<file path="config.mk">
export PLATFORM = sky130hd
export DESIGN_NAME = fir_seq_ctrl
export DESIGN_NICKNAME = d
export VERILOG_FILES = /design/src/rtl/fir_seq_ctrl.sv
export SDC_FILE = /design/constraint.sdc
export NUM_CORES = 1
export LEC_CHECK = 0
export ABC_AREA = 1
export CAP_MARGIN = 30
export CORE_AREA = 4 4 82 104
export CTS_CLUSTER_SIZE = 16
export DETAILED_ROUTE_END_ITERATION = 7
export DIE_AREA = 0 0 86 108
export PLACE_DENSITY = 0.92
export SKIP_CTS_REPAIR_TIMING = 1
export SYNTH_ARGS = -nofsm -noshare
export SYNTH_HDL_FRONTEND = slang
export SYNTH_SLANG_ARGS = --single-unit
</file>
<file path="constraint.sdc">
create_clock -name clk2 -period 4.22 [get_ports clk2]
set_input_delay 0.844 -clock clk2 [delete_from_list [all_inputs] [get_ports clk2]]
set_output_delay 0.844 -clock clk2 [all_outputs]
set_load 0.03 [all_outputs]
</file>
<file path="src/rtl/fir_seq_ctrl.sv">
// fir_seq_ctrl: sequences a coefficient-bank load from coefficient memory into
// the FIR core, then feeds samples one at a time and collects each result,
// with a bounded wait per sample.
//
// state  | meaning
// IDLE   | accept a load request (priority) or a sample once coefficients exist
// LOAD   | issue NUM_TAPS memory reads, drain the two-stage write pipeline, pulse cfg_done
// SAMPLE | sample presented to the FIR core for one cycle
// WAIT   | wait for valid_out or for the timeout counter to reach TIMEOUT
//
// Load timing: reads run in the NUM_TAPS cycles after the accepted start; each
// read result reaches the FIR write port two cycles after its read strobe.
module fir_seq_ctrl #(
  parameter int NUM_TAPS = 64,
  parameter int TIMEOUT  = 4095
) (
  input  logic               clk2,
  input  logic               rst,
  input  logic               cfg_start,
  input  logic [1:0]         cfg_bank,
  output logic               cfg_busy,
  output logic               cfg_done,
  output logic               coef_valid,
  output logic               mem_rd,
  output logic [7:0]         mem_addr,
  input  logic [15:0]        mem_rdata,
  output logic [15:0]        cin,
  output logic [5:0]         caddr,
  output logic               cload,
  input  logic               s_valid,
  output logic               s_ready,
  input  logic signed [15:0] s_data,
  output logic signed [15:0] din,
  output logic               valid_in,
  input  logic               valid_out,
  input  logic signed [15:0] dout,
  output logic               m_valid,
  output logic signed [15:0] m_data,
  output logic               timeout_err
);

  typedef enum logic [1:0] {IDLE = 2'd0, LOAD = 2'd1, SAMPLE = 2'd2, WAIT = 2'd3} state_t;

  localparam logic [5:0]  LAST_TAP = 6'(NUM_TAPS - 1);
  localparam logic [11:0] TO_CNT   = 12'(TIMEOUT);

  state_t             state_q, state_d;
  logic [1:0]         bank_q, bank_d;
  logic [5:0]         tap_q, tap_d;
  logic               rd_en_q, rd_en_d;
  logic               rd_dly_q, rd_dly_d;
  logic [5:0]         tap_dly_q, tap_dly_d;
  logic               cload_q, cload_d;
  logic [15:0]        cin_q, cin_d;
  logic [5:0]         caddr_q, caddr_d;
  logic               cfg_done_q, cfg_done_d;
  logic               coef_valid_q, coef_valid_d;
  logic signed [15:0] din_q, din_d;
  logic               valid_in_q, valid_in_d;
  logic               m_valid_q, m_valid_d;
  logic signed [15:0] m_data_q, m_data_d;
  logic [11:0]        wait_cnt_q, wait_cnt_d;
  logic               timeout_err_q, timeout_err_d;

  // Next-state, load pipeline and sample/result handling.
  always_comb begin
    state_d       = state_q;
    bank_d        = bank_q;
    tap_d         = tap_q;
    rd_en_d       = rd_en_q;
    rd_dly_d      = rd_en_q;
    tap_dly_d     = tap_q;
    cload_d       = rd_dly_q;
    cin_d         = rd_dly_q ? mem_rdata : cin_q;
    caddr_d       = rd_dly_q ? tap_dly_q : caddr_q;
    cfg_done_d    = cload_q && (caddr_q == LAST_TAP);
    coef_valid_d  = coef_valid_q | cfg_done_d;
    din_d         = din_q;
    valid_in_d    = 1'b0;
    m_valid_d     = 1'b0;
    m_data_d      = m_data_q;
    wait_cnt_d    = wait_cnt_q;
    timeout_err_d = timeout_err_q;

    case (state_q)
      IDLE: begin
        if (cfg_start) begin
          state_d = LOAD;
          bank_d  = cfg_bank;
          tap_d   = 6'd0;
          rd_en_d = 1'b1;
        end else if (s_valid && s_ready) begin
          din_d      = s_data;
          valid_in_d = 1'b1;
          state_d    = SAMPLE;
        end
      end
      LOAD: begin
        if (rd_en_q) begin
          if (tap_q == LAST_TAP) rd_en_d = 1'b0;
          else                   tap_d   = tap_q + 6'd1;
        end
        if (cfg_done_q) state_d = IDLE;
      end
      SAMPLE: begin
        wait_cnt_d = 12'd0;
        state_d    = WAIT;
      end
      WAIT: begin
        if (valid_out) begin
          m_valid_d = 1'b1;
          m_data_d  = dout;
          state_d   = IDLE;
        end else if (wait_cnt_q == TO_CNT) begin
          timeout_err_d = 1'b1;
          state_d       = IDLE;
        end else begin
          wait_cnt_d = wait_cnt_q + 12'd1;
        end
      end
      default: state_d = IDLE;
    endcase
  end

  // State and output registers with synchronous reset.
  always_ff @(posedge clk2) begin
    if (rst) begin
      state_q       <= IDLE;
      bank_q        <= 2'd0;
      tap_q         <= 6'd0;
      rd_en_q       <= 1'b0;
      rd_dly_q      <= 1'b0;
      tap_dly_q     <= 6'd0;
      cload_q       <= 1'b0;
      cin_q         <= 16'd0;
      caddr_q       <= 6'd0;
      cfg_done_q    <= 1'b0;
      coef_valid_q  <= 1'b0;
      din_q         <= 16'sd0;
      valid_in_q    <= 1'b0;
      m_valid_q     <= 1'b0;
      m_data_q      <= 16'sd0;
      wait_cnt_q    <= 12'd0;
      timeout_err_q <= 1'b0;
    end else begin
      state_q       <= state_d;
      bank_q        <= bank_d;
      tap_q         <= tap_d;
      rd_en_q       <= rd_en_d;
      rd_dly_q      <= rd_dly_d;
      tap_dly_q     <= tap_dly_d;
      cload_q       <= cload_d;
      cin_q         <= cin_d;
      caddr_q       <= caddr_d;
      cfg_done_q    <= cfg_done_d;
      coef_valid_q  <= coef_valid_d;
      din_q         <= din_d;
      valid_in_q    <= valid_in_d;
      m_valid_q     <= m_valid_d;
      m_data_q      <= m_data_d;
      wait_cnt_q    <= wait_cnt_d;
      timeout_err_q <= timeout_err_d;
    end
  end

  // A pending load request masks s_ready so the load wins a same-cycle race.
  always_comb begin
    s_ready = (state_q == IDLE) && coef_valid_q && !cfg_start;
  end

  assign cfg_busy    = (state_q == LOAD);
  assign cfg_done    = cfg_done_q;
  assign coef_valid  = coef_valid_q;
  assign mem_rd      = rd_en_q;
  assign mem_addr    = {bank_q, tap_q};
  assign cin         = cin_q;
  assign caddr       = caddr_q;
  assign cload       = cload_q;
  assign din         = din_q;
  assign valid_in    = valid_in_q;
  assign m_valid     = m_valid_q;
  assign m_data      = m_data_q;
  assign timeout_err = timeout_err_q;

endmodule

</file>
# Yosys cells after proc, flatten, opt, wreduce, memory -nomap -nowiden
# Index checks and enable logic that the tools add are counted.
# classes
muxes	19
n_reduce_logical	18
eq_ne	14
bitwise_logic	5
n_addsub	2
# op_table
operator	n
2-to-1 mux 12 bit	2
case mux 12 bit (2 select lines)	1
2-to-1 mux 6 bit	3
adder 12 x 1 -> 12 bit, second input constant	1
== test 12 bit, second input constant	1
== test 6 bit, second input constant	2
case mux 6 bit (2 select lines)	1
AND reduction 3 bit	4
2-to-1 mux 2 bit	5
inequality test 2 bit, second input constant	4
case mux 2 bit (4 select lines)	1
adder 6 x 1 -> 6 bit, second input constant	1
inequality test 3 bit, second input constant	2
AND reduction 2 bit	3
2-to-1 mux 1 bit	5
== test 2 bit, second input constant	2
logical AND 1 bit	4
inequality test 2 x 1 -> 1 bit, second input constant	2
inverter 1 bit	4
AND reduction 4 bit	1
nonzero test 2 bit	2
OR reduction 3 bit	1
== test 2 x 1 -> 1 bit, second input constant	1
logical NOT 2 bit	1
other kinds (4)	4
# totals
in_bits	55
word_cells	75
ff_bits	90
output_inout_bits	71

# Longest topological paths before layout
# logic_depth
ltp_word	7
depth_mapped	10
mapped_depth_nobuf	10

# Worst setup path after synthesis
# Ideal clock, no wire load.
# synth_path
path_type	input to output
start	in cfg_start
end	out s_ready
path_stages	3
t_required_ns	3.376
n_path_buf	0
t_arrival_ns	1.264
slack_ns	2.112
cell_sequence	inv_1 -> nand2_1 -> nor2_2
# synth_between
elab_chain_len	2
# synth_rtl
item	line_no	source
start: declaration	19	input logic cfg_start,
logical NOT 1 bit	168	s_ready = (state_q == IDLE) && coef_valid_q && !cfg_start;
logical AND 1 bit	168	
end: declaration	31	output logic s_ready,
# No other way between the ends.

# Worst setup path after layout
# Same ends and word-level chain as after synthesis.

==> out/results.txt <==
dpl ws = 1.09 ns
worst setup margin = 1.11 ns
vias in the first global route = 3622
RR Endpoint = wait_cnt_q[9]
max-cap violation count = 0
FF-to-FF setup slack = 2.46 ns
GPL Wtd Cong = 0.913
status = finished clean
drt pass-1 iters = 5
met3 WL = 936 µm
Routed WL = 9770 µm
worst hold path class = reg -> reg
layout cell share with drive strength beyond 1 = 0.0459
Via density = 5.06
setup TNS = 0 ns
Worst-Skew Late Latency = 0.35 ns
Max Slew Vio Count = 0
Met1 Wirelength = 3650 µm
cells on worst reg2reg path = 10
CP startpoint kind = input port
Seq/Total Area, Yosys = 0.509
die area = 9290 µm²
Site Rows = 36
post-synthesis average cell area = 7.29 µm²
most used flip-flop cell after synthesis = dfxtp_1
Sink Count = 90
Worst IR Drop VDD = 305 µV
setup violators final = 0
Area growth syn-to-layout = 41.3%
Die W = 86 µm
antenna fix cells = 0
initial antenna violation count = 0
Syn Nets = 543
antenna viol nets, final = 0
unrepaired setup endpoints after global routing = false
Multi-input gate area = 1520 µm²
DIE HEIGHT = 108 µm
PwrDens = 421 nW/µm²
WL met2 = 4990 µm
Fin. Hold Viols = 0
number of synthesis warnings = 0
CTS tree = yes
# fillers = 597
Initial Util = 0.465
most frequent cells in the layout = clkdlybuf4s50_1, nand2_1, dfxtp_1
synthesized flop and latch total = 90
hold path cells = 2
IO Count = 126
Worst EP arrival = 2.26 ns
most common cell after layout, fill and taps aside = clkdlybuf4s50_1
Reg clk slew, reported paths = 0.09 ns
minimum clock period = 3.11 ns
H-tree levels = 3
Hold Startpoint = tap_dly_q[3]
DPL Wire Length = 7110 µm
WS Path Type = in -> out
Max Freq = 0.322 GHz
P_leak = 0.00195 µW
gr ovfl total = 0
Post-synth EDFFs = 0
Gate Count Post-Synth = 486
CP max FO = 3
routed len/inst = 13.9 µm
top layer in use = met4
synthesized cell area = 3540 µm²
GRT Util Overall = 0.213
I/O Buffers = 125
Critical Path RT = 3.38 ns
Vias = 3570
global-route wire length before repair = 16000 µm
Slew Limit Headroom = 0.482
Synth cell types = 27
Final nets = 662
final worst-path cycle share = 0.736
Clock Skews = 0.0115 ns
Core Region = 7610 µm²
clk buf depth = 2
Worst setup EP type = output port
Seq. cell area = 1800 µm²
clock root cell = clkbuf_8
Num CTS Buffers = 9
Post-synth ARST share = 0
DRC viols = 0
reg2reg start = wait_cnt_q[0]
worst-margin pin slew = 0.774 ns
WHS Endpoint = caddr[3]
initial DRC count = 237
largest net degree at the start of global routing = 55
[through the flow]
step                      total power (µW)  area [µm²]  std cells  hold WS [ns]   util
after detailed placement              1610        4840        689         0.449  0.636
after global routing                  2220        5000        705         0.486  0.657
after floorplan                       1360        3540        486         0.431      -
after global placement                1590        4840        689         0.444  0.636
final                                 2100        5000        705         0.456  0.657
after CTS                             2110        5000        705         0.458  0.657
[layout make-up]
cell class,count,area share
Sequential cell,90,0.360
Multi-Input combinational cell,340,0.303
Timing Repair Buffer,127,0.252
Clock buffer,14,0.0305
Inverter,37,0.0280
Tap cell,95,0.0238
Clock inverter,2,0.00250
[how the worst max path moves through the flow]
stage	from	to	slack, ns	cells past startpoint
after floorplan	cfg_start	s_ready	2.11	3
after global placement	cfg_start	s_ready	1.11	5
after detailed placement	cfg_start	s_ready	1.09	5
after CTS	cfg_start	s_ready	1.09	5
after global routing	cfg_start	s_ready	1.03	5
final	cfg_start	s_ready	1.11	5
[Yosys cell counts (3+ instances only)]
master,count,share of area
o21ai_0,30,0.042
nand2_2,4,0.0071
nor2_2,3,0.0053
nand3_1,36,0.051
buf_2,4,0.0057
nor2_1,83,0.088
nand2_1,120,0.13
nand4_1,8,0.014
dfxtp_1,90,0.51
a21oi_1,41,0.058
inv_1,33,0.035
nand3_2,3,0.0085
clkbuf_1,12,0.013
[where the power goes]
part | switching, µW | internal, µW
Clock | 279 | 231
Sequential | 58.5 | 921
Combinational | 386 | 229
Total | 723 | 1380
[flip-flops by register name, summed over array words and instances, names as in the netlist]
signal and cells:
bank_q 2, caddr 6, cfg_done 1, cin 16, cload 1, cload_d 1, coef_valid 1, din 16
m_data 16, m_valid 1, mem_rd 1, state_q 2, tap_dly_d 6, tap_dly_q 6, timeout_err 1, valid_in 1
wait_cnt_q 12
[per-layer routing]
layer,GRT usage,up-vias
met5,0,-
met4,0.0735,0
met3,0.0770,17
met2,0.382,160
met1,0.227,1603
li1,-,1790
[logic make-up after synthesis]
| logic type | after synthesis | share of synthesized area |
|---|---|---|
| buffers and inverters | 56 | 0.0632 |
| DFF | 90 | 0.509 |
| and+or+nand+nor | 260 | 0.306 |
| adders and majority gates | 2 | 0.00706 |
| xor gates and xnor gates | 2 | 0.00495 |
| AOI/OAI and AO/OA | 76 | 0.110 |
[worst max-delay path, cell delays in order]
cell	delay [ns]
clkdlybuf4s50_1	0.42
inv_1	0.06
nand2_1	0.09
nor2_2	0.13
clkdlybuf4s50_1	0.71
Note: power is estimated with default switching activity, not from simulation.
